$ cat src/rtl/serial_add_ctrl.sv
// Bit-serial adder controller: one shared 1-bit full adder walks two WIDTH-bit
// operands LSB first, one bit per clock, behind a start/busy/done handshake.

module fa_structural (
  input  logic x,
  input  logic y,
  input  logic cin,
  output logic s,
  output logic cout
);
  logic p, g, t;

  assign p    = x ^ y;
  assign g    = x & y;
  assign t    = p & cin;
  assign s    = p ^ cin;
  assign cout = g | t;
endmodule

module serial_add_ctrl #(
  parameter int WIDTH = 8
) (
  input  logic             clk,
  input  logic             rst_n,
  input  logic             start,
  input  logic             clear,
  input  logic [WIDTH-1:0] a,
  input  logic [WIDTH-1:0] b,
  input  logic             cin,
  output logic             busy,
  output logic             done,
  output logic [WIDTH-1:0] sum,
  output logic             cout
);
  localparam int CW = $clog2(WIDTH + 1);
  localparam logic [CW-1:0] LAST = CW'(WIDTH - 1);

  typedef enum logic [1:0] {IDLE, RUN, DONE} state_t;

  state_t           state;
  logic [WIDTH-1:0] a_sh, b_sh, psum, psum_nxt;
  logic [CW-1:0]    cnt;
  logic             carry;
  logic             fa_s, fa_co;

  fa_structural u_fa (
    .x    (a_sh[0]),
    .y    (b_sh[0]),
    .cin  (carry),
    .s    (fa_s),
    .cout (fa_co)
  );

  // New sum bit enters at the top so that after WIDTH shifts bit 0 sits at the LSB.
  generate
    if (WIDTH == 1) begin : g_psum1
      assign psum_nxt = fa_s;
    end else begin : g_psumn
      assign psum_nxt = {fa_s, psum[WIDTH-1:1]};
    end
  endgenerate

  always_ff @(posedge clk or negedge rst_n) begin
    if (!rst_n) begin
      state <= IDLE;
      a_sh  <= '0;
      b_sh  <= '0;
      psum  <= '0;
      cnt   <= '0;
      carry <= 1'b0;
      busy  <= 1'b0;
      done  <= 1'b0;
      sum   <= '0;
      cout  <= 1'b0;
    end else begin
      done <= 1'b0;
      case (state)
        IDLE: begin
          if (start) begin
            a_sh  <= a;
            b_sh  <= b;
            carry <= cin;
            cnt   <= '0;
            psum  <= '0;
            busy  <= 1'b1;
            state <= RUN;
          end
        end
        RUN: begin
          if (clear) begin
            busy  <= 1'b0;
            state <= IDLE;
          end else begin
            a_sh  <= a_sh >> 1;
            b_sh  <= b_sh >> 1;
            psum  <= psum_nxt;
            carry <= fa_co;
            cnt   <= cnt + CW'(1);
            // Result registers only move on the completing edge.
            if (cnt == LAST) begin
              sum   <= psum_nxt;
              cout  <= fa_co;
              done  <= 1'b1;
              busy  <= 1'b0;
              state <= DONE;
            end
          end
        end
        DONE:    state <= IDLE;
        default: state <= IDLE;
      endcase
    end
  end
endmodule

$ cat config.mk
export PLATFORM = sky130hd
export DESIGN_NAME = serial_add_ctrl
export DESIGN_NICKNAME = d
export VERILOG_FILES = /design/src/rtl/serial_add_ctrl.sv
export SDC_FILE = /design/constraint.sdc
export NUM_CORES = 1
export LEC_CHECK = 0
export BUFFER_PORTS_ARGS = -buffer_cell sky130_fd_sc_hd__buf_4
export CORE_ASPECT_RATIO = 0.6
export CORE_MARGIN = 3
export CORE_UTILIZATION = 55
export CTS_CLUSTER_SIZE = 8
export DETAILED_ROUTE_END_ITERATION = 8
export GPL_TIMING_DRIVEN = 1
export PLACE_DENSITY = 0.76
export SETUP_SLACK_MARGIN = 0.5
export SLEW_MARGIN = 30
export SYNTH_ARGS = -nofsm -noshare
export SYNTH_HDL_FRONTEND = slang
export SYNTH_SLANG_ARGS = --single-unit
$ cat constraint.sdc
create_clock -name clk -period 3.2 [get_ports clk]
set_input_delay 0.64 -clock clk [delete_from_list [all_inputs] [get_ports clk]]
set_output_delay 0.64 -clock clk [all_outputs]
set_load 0.1 [all_outputs]
# After elaboration in Yosys (flattened, before gate mapping)
# Cells that the tools add are included.
# totals
out_inout_bits,11
input_bits,21
wordCells,54
regBits,42
# classes
eq_ne,5
muxes,26
n_bitwise,6
reduce_logical,6
n_addsub,1
# ops
op,count
$mux W8,6
$pmux W8 S2,3
$reduce_and A3 Y1,3
$mux W1,8
$mux W4,2
$pmux W4 S2,1
$mux W2,3
$add A4 B1 Y4 const B,1
$eq A4 B3 Y1 const B,1
$ne A2 B2 Y1 const B,2
$pmux W1 S2,2
$pmux W2 S2,1
$ne A3 B3 Y1 const B,1
$and A1 B1 Y1,2
$eq A2 B1 Y1 const B,1
$logic_not A2 Y1,1
$reduce_and A2 Y1,1
$reduce_bool A2 Y1,1
$xor A1 B1 Y1,2
$not A1 Y1,1
$or A1 B1 Y1,1

# Logic depth before layout (Yosys ltp)
# Gate-level depths: netlist of run 1.
# logic_depth
word_depth,5
depth_mapped,5
ltp_nobuf,4

# By module
# Synthesis of run 1 repeated with hierarchy kept, for this count alone.
# unflattened
hier_cells,138
hier_area_um2,1751.7
# by_module_without_submodules
mod,seq_area_each_um2,n_inst,cells_per_inst,area_each_um2
serial_add_ctrl,1026.0,1,137,1731.7
fa_structural,0.0,1,1,20.0

# Least setup slack after synthesis of run 1
# Ideal clock, no wire load.
# synth_path
path_type,input to register
from,input port clear
to,register cout
required_time_ps,3075
n_path_buf,1
arrival_ps,1647
stages,4
setup_time_ps,125
path_slack_ps,1427
cell_sequence,or3b_1 > buf_6 > nor2_8 > mux2_2
# synth_via
elab_chain_len,2
# synth_rtl
element,line_no,source
from (decl),26,"input logic clear,"
$not A1 Y1 (no source line),n/a,
$reduce_and A3 Y1 (no source line),n/a,
to (signal assigned),102,cout <= fa_co;
to (decl),33,output logic cout
# Every way passes these cells.
# A chain may end at the register's enable or synchronous reset.

# Final worst setup path of run 1
# layout_path
from,register state[1]
to,register sum[1]
# layout_via
elab_chain_len,2
# layout_rtl
element,line_no,source
from (decl),40,state_t state;
from (signal assigned),65,state <= IDLE;
from (signal assigned),86,state <= RUN;
from (signal assigned),92,state <= IDLE;
$eq A2 B1 Y1,77,case (state)
$reduce_and A3 Y1 (no source line),n/a,
to (signal assigned),101,sum <= psum_nxt;
to (decl),32,"output logic [WIDTH-1:0] sum,"
# Every way passes these cells.

==> results, run 1 <==
- The number of nets in the layout is around 190.
- In the routed design, unresolved DRC markers number 0.
- The congestion estimate from routability-driven global placement came to roughly 0.76.
- Counting flops and latches in the post-synthesis netlist gives 41.
- The remaining antenna violation count is 0.
- Across the VDD grid, the largest voltage drop is 0.324 mV.
- The number of top-level pins is 32.
- Relative to the synthesized area, the layout overhead comes to 19.4%.
- The average routed wire per standard cell is 15.6 um.
- The analysis attributes to cell leakage a power of 1.05 nW.
- The worst slew margin relative to its limit is 0.480.
- Ranked by total cell area, the synthesized netlist is headed by dfrtp_1, mux2i_1, mux2_2, nand3_1, a22o_1.
- The violation count after the first detailed-routing iteration is 57.
- Summed over all instances, the cell type with the most area after synthesis is dfrtp_1.
- The global-route usage over all layers is 0.195.
- The total CTS buffers is 5.
- The number of diodes added for antenna fixing is 0.
- Setup violations remaining at the end of the flow were counted as 0.
- Max-cap violations in this run came to 0.
- The final instance area is between 2000 and 2500 sq um.
- The synthesized net count is 161.
- The worst setup path is launched from a flip-flop.
- The top cell types in the final layout, fill and taps aside, are dfrtp_1, buf_4, nand3_1, o21ai_0, mux2i_1.
- For the worst-skew pair, the clock arrives at the later sink with an insertion delay of 0.29 ns.
- The remaining global-route overflow is 0.
- The critical-path maximum fanout is 19.
- The deepest level of the CTS H-tree is 2.
- The signal on the critical path passes through or3b_1 > nor2_8 > mux2_2.
- Setup repair after global routing left no endpoint under its margin.
- The mean cell area of the mapped netlist is ~13 sq um.
- The post-placement setup slack is around 0.95 ns.
- The critical path in this run is classified as flip-flop to flip-flop.
- The startpoint identified for the worst register-to-register timing path is state[1].
- The first global-routing pass estimated 5.91 mm of wire.
- The detailed-route via count is 1,200.
- In the final timing run, aggregate negative setup slack is 0 ns.
- The nature of the critical path endpoint is a flip-flop.
- The fill cell instance count of the final layout is around 220.
- The sequential share of the synthesized area is 0.586.
- Clock tree synthesis selected as its root buffer the cell clkbuf_8.
- The clock sink count is 41.
- The worst-margin pin slew is approximately 0.8 ns.
- The number of slew-limit violations in the final report is 0.
- Power spread over the standard cell area amounts to 627 nW/um^2.
- The core region is 2950 sq um.
- The shortest clock period the worst path allows after layout is 2.01 ns.
- From left edge to right edge, the die measures 78.9 um.
- The maximum number of pins on one net before global-route repair is 42.
- The initial utilization of the core area, before any placement, comes to 0.594.
- The initial antenna violation count was 0.
- Counting both buffers and inverters, the worst setup path holds a total of 0.
- Post-CTS repair changed the size of 0 cells.
- The maximum clock path buffer count is 2.
- The slowest stage of the critical path belongs to the cell or3b_1.
- Tracing the worst setup path back leads to its startpoint at state[1].
- The wire length after detailed routing is between 3 and 4 mm.
- The total cell area at the placement stage is 2010 sq um.
- The via count of the first global-routing pass is 1,201.
- The worst-case setup margin in the final layout is 1.19 ns.
- The cell type group with the largest total delay on the critical path is simple AND/OR/NAND/NOR gates.
- Yosys printed 0 warnings.
- STA puts the critical path data required time at about 3.4 ns.
- The run finished with clean final reports.
- The count of TritonRoute iterations in the first routing pass is 4.
- The die covers 3920 sq um.
- The library cell used most frequently in the layout, excluding fill and tap cells, is dfrtp_1.
- The detailed-route vias per instance is 5.63.
- The design draws 1.31 mW.
- The highest clock rate is 498 MHz.
- At the end of the flow the core is filled with cells to 0.710.
- Once the clock tree was built, the setup fixing pass inserted 0 buffers.
- Clock skew on the completed layout was measured at roughly 0.011 ns.
- The final count of hold timing violations is 0.
- The count of buffers inserted at the top-level ports is 31.
- In this run the worst hold path is classified as input pin to async pin.
- The ratio of final minimum period to clock period is 0.627.
- For the worst setup path, the data arrival time is approximately 2.2 ns.
- The netlist uses 25 different library cells.
- After floorplanning, the core was divided into 15 placement rows.
- The floorplan die height is 49.7 um.
- The post-CTS clock slew at the launch and capture registers of the worst setup and hold paths is 0.08 ns.
- The share of Yosys cell area claimed by the top area cell type is 0.586.
- The detailed-placement wirelength estimate is 2.32 mm.
- The area of the mapped netlist is 1750 sq um.
- The hold buffer count at cts is 0.
- The share of cells above drive strength 1 is 0.310.
- The cell count after synthesis is 138.
- The TritonCTS clock tree is yes.
- The stage delay of the slowest cell on the critical path is approximately 0.74 ns.
## cells by family (layout without fill, tap and decap cells)
family                   Yosys count  count (layout)  share of synthesized area
multiplexers                      25              25                      0.150
flip-flops                        41              41                      0.586
AND/OR/NAND/NOR                   31              31                      0.106
AO/OA/AOI/OAI                     28              28                      0.104
XOR/XNOR                           1               1                    0.00500
buffers and inverters             10              43                     0.0307
adder cells (fa/ha/maj)            2               2                     0.0186
## Yosys cell counts
library cell / number
dfrtp_1: 41
nand3_1: 18
o21ai_0: 16
mux2i_1: 15
a22o_1: 10
mux2_2: 10
buf_2: 4
clkbuf_1: 3
nor2_1: 3
nand2_1: 2
nor3b_1: 2
buf_4: 1
buf_6: 1
fa_1: 1
ha_1: 1
inv_1: 1
nand3b_1: 1
nor2_8: 1
nor2b_1: 1
nor4bb_1: 1
o211ai_1: 1
o31ai_1: 1
or3b_1: 1
or3b_2: 1
xnor2_1: 1
## power breakdown
| part | internal, mW | total, mW | switching [mW] |
|---|---|---|---|
| Clock | 0.151 | 0.320 | 0.169 |
| Sequential | 0.617 | 0.688 | 0.0703 |
| Combinational | 0.130 | 0.304 | 0.174 |
| Total | 0.899 | 1.31 | 0.413 |
## worst reg2reg max path: stages (launching register included)
cell,delay [ns]
dfrtp_1,0.47
or3b_1,0.74
nor2_8,0.31
mux2_2,0.36
## stage by stage
stage	cells	hold slack, ns
CTS	213	0.336
finish	213	0.316
detailed placement	205	0.471
global placement	205	0.469
global route	213	0.352
floorplan	138	0.344
## area by class of cell
| type | instances | area, sq um | area share |
|---|---|---|---|
| inverter | 1 | 3.75 | 0.00179 |
| multi-input combinational | 87 | 672 | 0.321 |
| clock buffer | 6 | 72.6 | 0.0347 |
| sequential | 41 | 1030 | 0.490 |
| clock inverter | 2 | 10.0 | 0.00478 |
| timing repair buffer | 34 | 255 | 0.122 |
| tap | 42 | 52.6 | 0.0251 |
## layer usage
layer	part of all wire	wire, um	vias to the layer above	GRT usage
met5	0	0	-	0
met4	0.0081	27	0	0.0429
met3	0.053	177	5	0.0511
met2	0.45	1510	34	0.294
met1	0.48	1620	595	0.285
li1	-	-	566	-
## worst paths after layout
| kind | slack, ns | to | cells past startpoint |
|---|---|---|---|
| worst max-delay path | 1.19 | sum[1] | 3 |
| worst min-delay path | 0.32 | cout | 1 |
| worst min register to register | 0.48 | cnt[3] | 1 |
| min in group clk | 0.48 | cnt[3] | 1 |
| max in group asynchronous | 2.53 | cnt[0] | 1 |
| worst max register to register | 1.19 | sum[1] | 3 |
## state kept, by name, indices dropped and copies added (netlist names)
register	flops
sum	8
busy	1
carry	1
a_sh	8
state	2
cnt	4
b_sh	8
cout	1
done	1
psum	7
Note: power is estimated with default switching activity, not from simulation.
==> inputs of run 2 (changes only) <==
Settings changed: CORE_UTILIZATION 55 to 49, PLACE_DENSITY 0.76 to 0.71.
Clock period 3.2 ns to 1.8 ns, I/O delays scaled along.
==> results, run 2 (synthesis gave the netlist of run 1 again) <==
- Setup repair after global routing missed its margin: yes (was no).
- The library cell contributing the largest single delay on the critical path is dfrtp_1 (was or3b_1).
- Largest registers ranked by flip-flop count: a_sh x8, b_sh x8, sum x8 (unchanged).
- The stage delay of the slowest cell on the critical path is 0.40 ns (was 0.74 ns).
- The fill cell instance count of the final layout is 120 (was 219).
- The initial antenna violation count was 0 (unchanged).
- The busiest layer in global routing is met2 (unchanged).
- The final count of hold timing violations is 2 (was 0).
- The ratio of final minimum period to clock period is 0.894 (was 0.627).
- The floorplan die height is 52.3 um (was 49.7 um).
- The share of total power in sequential cells is 0.415 (was 0.524).
- The total CTS buffers is 5 (unchanged).
- The power per standard cell area is 1060 nW/um^2 (was 627 nW/um^2).
- The cell type group with the largest total delay on the critical path is flip-flops (was simple AND/OR/NAND/NOR gates).
- The kind of critical path is flip-flop to flip-flop (unchanged).
- The die footprint is 4350 sq um (was 3920 sq um).
- The reported leakage power is 1.37 nW (was 1.05 nW).
- The area of the core is 3340 sq um (was 2950 sq um).
- The switching component of the power was 1.03 mW (was 0.413 mW).
- The clock group share of total power came to 0.256 (was 0.244).
- Critical path cell sequence: ha_1 > nand3b_1 > buf_6 > nor2_4 > mux2_2 (was or3b_1 > nor2_8 > mux2_2).
- The initial core utilization is 0.524 (was 0.594).
- The buffering stage count on the worst path with inverters included was 1 (was 0).
- The violation count after the first detailed-routing iteration is 123 (was 57).
- The number of slew-limit violations in the final report is 0 (unchanged).
- The final-report setup violation count was 0 (unchanged).
- The clock network latency to the later pin of the worst-skew pair came to 0.31 ns (was 0.29 ns).
- The deepest level of the CTS H-tree is 2 (unchanged).
- The max capacitance violation total is 0 (unchanged).
- The maximum clock path buffer count is 2 (unchanged).
- The detailed-placement wirelength estimate was 2.28 mm (was 2.32 mm).
- The highest clock rate came to 621 MHz (was 498 MHz).
- The worst slew margin relative to its limit is 0.658 (was 0.480).
- The remaining global-route overflow came to 0 (unchanged).
- The wire length after detailed routing is 6.46 mm (was 3.33 mm).
- The area overhead of the layout relative to synthesis is 67.4% (was 19.4%).
- The arrival time reported for the critical path endpoint is 1.81 ns (was 2.17 ns).
- The launch point of the worst reg-to-reg path was cnt[0] (was state[1]).
- The post-placement setup slack is 0.0684 ns (was 0.948 ns).
- The detailed-route via count is 1,582 (was 1,200).
- The met3 track utilization from global routing is 0.0848 (was 0.0511).
- The remaining antenna violation count came to 0 (unchanged).
- Status: finished with violations (was complete, no violations).
- The met1 demand-to-capacity share in global routing is 0.337 (was 0.285).
- The clock tree skew after final layout was 0.0160 ns (was 0.0112 ns).
- The most frequent standard cell in the layout excluding fill and tap cells is dfrtp_1 (unchanged).
- The detailed-route vias per instance is 6.20 (was 5.63).
- The worst min-delay path category is input pin to async pin (unchanged).
- The global routing met2 resource utilization is 0.411 (was 0.294).
- The shortest clock period the worst path allows after layout is 1.61 ns (was 2.01 ns).
- The post-route worst hold slack is -0.00112 ns (was 0.316 ns).
- The fraction of power consumed by combinational cells is 0.329 (was 0.231).
- The hold buffer count at cts is 0 (unchanged).
- The clock root buffer is clkbuf_8 (unchanged).
- The post-CTS clock slew at the launch and capture registers of the worst setup and hold paths was 0.09 ns (was 0.08 ns).
- The number of nets in the layout is 232 (was 193).
- The average routed wire per standard cell was 25.3 um (was 15.6 um).
- The maximum number of pins on one net before global-route repair is 42 (unchanged).
- The footprint of the flip-flops and latches is 1030 sq um (about the same).
- The DRC violation count after routing was 0 (unchanged).
- The clock sink count is 41 (unchanged).
- The startpoint of the most critical setup path is cnt[0] (was state[1]).
- The nature of the critical path endpoint is a flip-flop (unchanged).
- The count of buffers inserted at the top-level ports is 31 (unchanged).
- The count of TritonRoute iterations in the first routing pass came to 4 (unchanged).
- The share of cells above drive strength 1 is 0.605 (was 0.310).
- The launching element type of the critical path is a flip-flop (unchanged).
- The die width is 83.2 um (was 78.9 um).
- The TritonCTS clock tree is yes (unchanged).
- The switching part of the total is 0.333 (was 0.315).
- The required time reported for the critical path endpoint is 2.00 ns (was 3.36 ns).
- The worst-margin pin slew is 0.513 ns (was 0.780 ns).
- The worst-case setup margin in the final layout was 0.191 ns (was 1.19 ns).
- The global-route usage over all layers was 0.263 (was 0.195).
- The total negative setup slack came to 0 ns (unchanged).
- The final reports fail on negative hold slack.
- The first-pass GRT wire length is 8.31 mm (was 5.91 mm).
- Commonest non-fill, non-tap cells in the layout: dfrtp_1, buf_4, buf_6, nand3_2 (was dfrtp_1, buf_4, nand3_1, o21ai_0, mux2i_1).
- The number of diodes added for antenna fixing is 0 (unchanged).
- The placer's final routability congestion estimate is 0.804 (was 0.757).
- The number of top-level pins is 32 (unchanged).
- The critical-path maximum fanout was 5 (was 19).
- The cell-internal power is 2.07 mW (was 0.899 mW).
- The area of combinational cells with multiple inputs is 975 sq um (was 672 sq um).
- The worst voltage drop across the vdd grid was 1.16 mV (was 0.324 mV).
- The count of standard-cell rows is 16 (was 15).
- The via count of the first global-routing pass is 1,547 (was 1,201).
==> run 2: changes by cell type in the layout (fill, tap and decap cells not counted), moves of 10 or more <==
cell	delta
o21ai_0	-15
o21ai_1	+10
nand3_2	+13
buf_6	+23
nand3_1	-14
==> run 2: final timing paths <==
kind / to / slack, ns / cells after the start
min reg2reg: a_sh[4] / 0.53 / 2
min in group clk: a_sh[7] / 0.29 / 2
max reg2reg: sum[1] / 0.19 / 5
max in group asynchronous: state[0] / 1.39 / 1
min: sum[5] / -0.001 / 1
max: sum[1] / 0.19 / 5
==> run 2: timing repair <==
item	CTS	global route
endpoints found under the setup margin	45	50
setup buffers	16	12
resized for setup	49	72
pin swaps	15	12
gates cloned	9	1
==> run 2: layout make-up <==
cell class                      count  share of cell area
Clock inverter                      1              0.0102
Sequential cell                    41               0.351
Timing Repair Buffer               67               0.257
Clock buffer                        7              0.0294
Tap cell                           45              0.0192
Inverter                            1             0.00128
Multi-Input combinational cell     93               0.332
==> run 2: worst reg2reg max path, cell delays in order, from the launching register on <==
cell and delay, ns:
dfrtp_1 0.40, ha_1 0.20, nand3b_1 0.16, buf_6 0.19, nor2_4 0.20, mux2_2 0.35
==> run 2: stage by stage <==
step	util	power, mW	cell area (sq um)	std cells
after global placement	0.605	1.75	2020	209
after floorplan	-	1.61	1770	138
after CTS	0.760	2.75	2540	242
after detailed placement	0.605	1.77	2020	209
after global routing	0.877	3.22	2930	255
final	0.877	3.10	2930	255
==> run 2: routing by layer <==
layer / vias to the layer above / share of wire
met5: - / 0
met4: 0 / 0.041
met3: 26 / 0.093
met2: 89 / 0.45
met1: 807 / 0.41
li1: 660 / -
==> run 2: power groups by stage <==
stage / Sequential, mW / Clock (mW) / Combinational, mW
6_report: 1.29 / 0.793 / 1.02
5_1_grt: 1.30 / 0.845 / 1.08
4_1_cts: 1.23 / 0.779 / 0.745
3_5_place_dp: 1.23 / 0 / 0.539
3_3_place_gp: 1.22 / 0 / 0.523
2_1_floorplan: 1.28 / 0 / 0.338
==> inputs of run 3 (changes only) <==
Settings changed: CAP_MARGIN from default to 20, CORE_ASPECT_RATIO 0.6 to 1.25.
==> results, run 3 (synthesis gave the netlist of run 1 again) <==
- The count of buffers inserted at the top-level ports was 31 (unchanged).
- The remaining antenna violation count came to 0 (unchanged).
- The first-pass GRT wire length is 7.71 mm (was 8.31 mm).
- The total CTS buffers is 5 (unchanged).
- The critical-path maximum fanout is 5 (unchanged).
- Setup repair after global routing missed its margin: yes (unchanged).
- The share of total power in sequential cells is 0.436 (was 0.415).
- The number of nets in the layout was 225 (was 232).
- The initial antenna violation count is 0 (unchanged).
- The number of top-level pins is 32 (unchanged).
- The busiest layer in global routing is met2 (unchanged).
- The switching component of the power is 0.915 mW (was 1.03 mW).
- The fill cell instance count of the final layout is 177 (was 120).
- The TritonCTS clock tree is yes (unchanged).
- The most frequent standard cell in the layout excluding fill and tap cells is dfrtp_1 (unchanged).
- The launching element type of the critical path is a flip-flop (unchanged).
- The power per standard cell area was 1060 nW/um^2 (about the same).
- The final count of hold timing violations is 0 (was 2).
- The clock tree skew after final layout came to 0.00246 ns (was 0.0160 ns).
- The wire length after detailed routing is 4.93 mm (was 6.46 mm).
- The kind of critical path was flip-flop to flip-flop (unchanged).
- The ratio of final minimum period to clock period is 0.872 (was 0.894).
- The maximum number of pins on one net before global-route repair is 42 (unchanged).
- The total negative setup slack came to 0 ns (unchanged).
- The global routing met2 resource utilization is 0.391 (was 0.411).
- The nature of the critical path endpoint is a flip-flop (unchanged).
- The clock root buffer is clkbuf_8 (unchanged).
- The met3 track utilization from global routing came to 0.0655 (was 0.0848).
- The fraction of power consumed by combinational cells is 0.301 (was 0.329).
- Largest registers ranked by flip-flop count: a_sh x8, b_sh x8, sum x8 (unchanged).
- The number of slew-limit violations in the final report is 0 (unchanged).
- The worst-case setup margin in the final layout is 0.230 ns (was 0.191 ns).
- The initial core utilization is 0.529 (was 0.524).
- The switching part of the total is 0.320 (was 0.333).
- The met1 demand-to-capacity share in global routing is 0.318 (was 0.337).
- The clock network latency to the later pin of the worst-skew pair is 0.29 ns (was 0.31 ns).
- The post-placement setup slack was 0.0145 ns (was 0.0684 ns).
- The DRC violation count after routing was 0 (unchanged).
- The worst min-delay path category was input pin to async pin (unchanged).
- The remaining global-route overflow is 0 (unchanged).
- The worst slew margin relative to its limit is 0.661 (was 0.658).
- The final-report setup violation count is 0 (unchanged).
- The max capacitance violation total was 0 (unchanged).
- The detailed-route vias per instance came to 6.01 (was 6.20).
- The deepest level of the CTS H-tree came to 2 (unchanged).
- The cell-internal power is 1.95 mW (was 2.07 mW).
- The die width is 59.5 um (was 83.2 um).
- The total power of the final layout is 2.86 mW (was 3.10 mW).
- The post-CTS clock slew at the launch and capture registers of the worst setup and hold paths was 0.08 ns (was 0.09 ns).
- Status: complete, no violations (was finished with violations).
- The placer's final routability congestion estimate is 0.756 (was 0.804).
- The global-route usage over all layers is 0.245 (was 0.263).
- The floorplan die height is 72.8 um (was 52.3 um).
- The maximum clock path buffer count is 2 (unchanged).
- The footprint of the flip-flops and latches is 1030 sq um (about the same).
- The reported leakage power is 1.29 nW (was 1.37 nW).
- The detailed-route via count was 1,443 (was 1,582).
- The area of the core is 3310 sq um (was 3340 sq um).
- The share of cells above drive strength 1 is 0.532 (was 0.605).
- The clock sink count is 41 (unchanged).
- The highest clock rate is 637 MHz (was 621 MHz).
- The via count of the first global-routing pass is 1,491 (was 1,547).
- The shortest clock period the worst path allows after layout is 1.57 ns (was 1.61 ns).
- The count of TritonRoute iterations in the first routing pass was 4 (unchanged).
- The number of diodes added for antenna fixing was 0 (unchanged).
- The worst-margin pin slew is 0.508 ns (was 0.513 ns).
- The hold buffer count at cts is 0 (unchanged).
- The area overhead of the layout relative to synthesis is 54.0% (was 67.4%).
- The violation count after the first detailed-routing iteration came to 56 (was 123).
- The clock group share of total power was 0.263 (was 0.256).
- The count of standard-cell rows is 23 (was 16).
- Commonest non-fill, non-tap cells in the layout: dfrtp_1, buf_4, buf_6, mux2i_1 (was dfrtp_1, buf_4, buf_6, nand3_2).
- The die footprint is 4330 sq um (was 4350 sq um).
- The detailed-placement wirelength estimate is 2.25 mm (was 2.28 mm).
- The average routed wire per standard cell is 20.6 um (was 25.3 um).
- The worst voltage drop across the vdd grid is 0.956 mV (was 1.16 mV).
- The required time reported for the critical path endpoint was 1.98 ns (was 2.00 ns).
- The area of combinational cells with multiple inputs was 878 sq um (was 975 sq um).
- The arrival time reported for the critical path endpoint came to 1.75 ns (was 1.81 ns).
-- run 3: cell types whose count changed in the layout (fill, tap and decap cells not counted), moves of 3 or more --
cell / change
buf_6: -4
nand3_2: -5
o21ai_0: +3
o21ai_2: -3
nand3_1: +6
-- run 3: power groups by stage --
stage | Sequential, mW | Clock, mW | Combinational, mW
CTS | 1.23 | 0.756 | 0.726
global placement | 1.23 | 0 | 0.528
detailed placement | 1.24 | 0 | 0.547
global route | 1.27 | 0.801 | 0.914
finish | 1.25 | 0.752 | 0.863
floorplan | 1.28 | 0 | 0.338
-- run 3: area by class of cell --
class,instances,area share
repair buffers,61,0.232
clock buffers,5,0.0255
flip-flops and latches,41,0.381
inverters,1,0.00139
multi-input cells,92,0.326
clock inverters,3,0.0172
well taps,37,0.0172
-- run 3: timing repair --
item	CTS	global route
pin swaps	16	4
endpoints found under the hold margin	0	0
cloned	6	0
setup endpoints to repair	48	45
resized for setup	49	38
setup buffers	19	6
-- run 3: final timing paths --
path,startpoint,endpoint,slack [ns],cells past startpoint
worst max-delay path,state[1],cout,0.23,3
worst max register to register,state[1],cout,0.23,3
max in group asynchronous,rst_n,state[1],1.40,1
worst min-delay path,rst_n,sum[0],0.04,1
min in group clk,a[7],a_sh[7],0.30,2
worst min register to register,a_sh[7],a_sh[7],0.51,1
-- run 3: metrics by stage --
step	cells	utilization	hold slack [ns]	instance area (sq um)
floorplan	138	-	0.0644	1770
global placement	201	0.608	0.359	2010
detailed placement	201	0.608	0.368	2010
CTS	234	0.760	0.0438	2510
global route	240	0.815	0.0590	2700
finish	240	0.815	0.0352	2700
-- run 3: worst max-delay path: stages (launching register included) --
cell     delay, ns
dfrtp_2       0.44
or3b_4        0.46
nor2_4        0.20
mux2_2        0.37
-- run 3: routing by layer --
metal | up-vias | wire length, um
li1 | 641 | -
met1 | 720 | 1980
met2 | 65 | 2460
met3 | 17 | 316
met4 | 0 | 176
met5 | - | 0
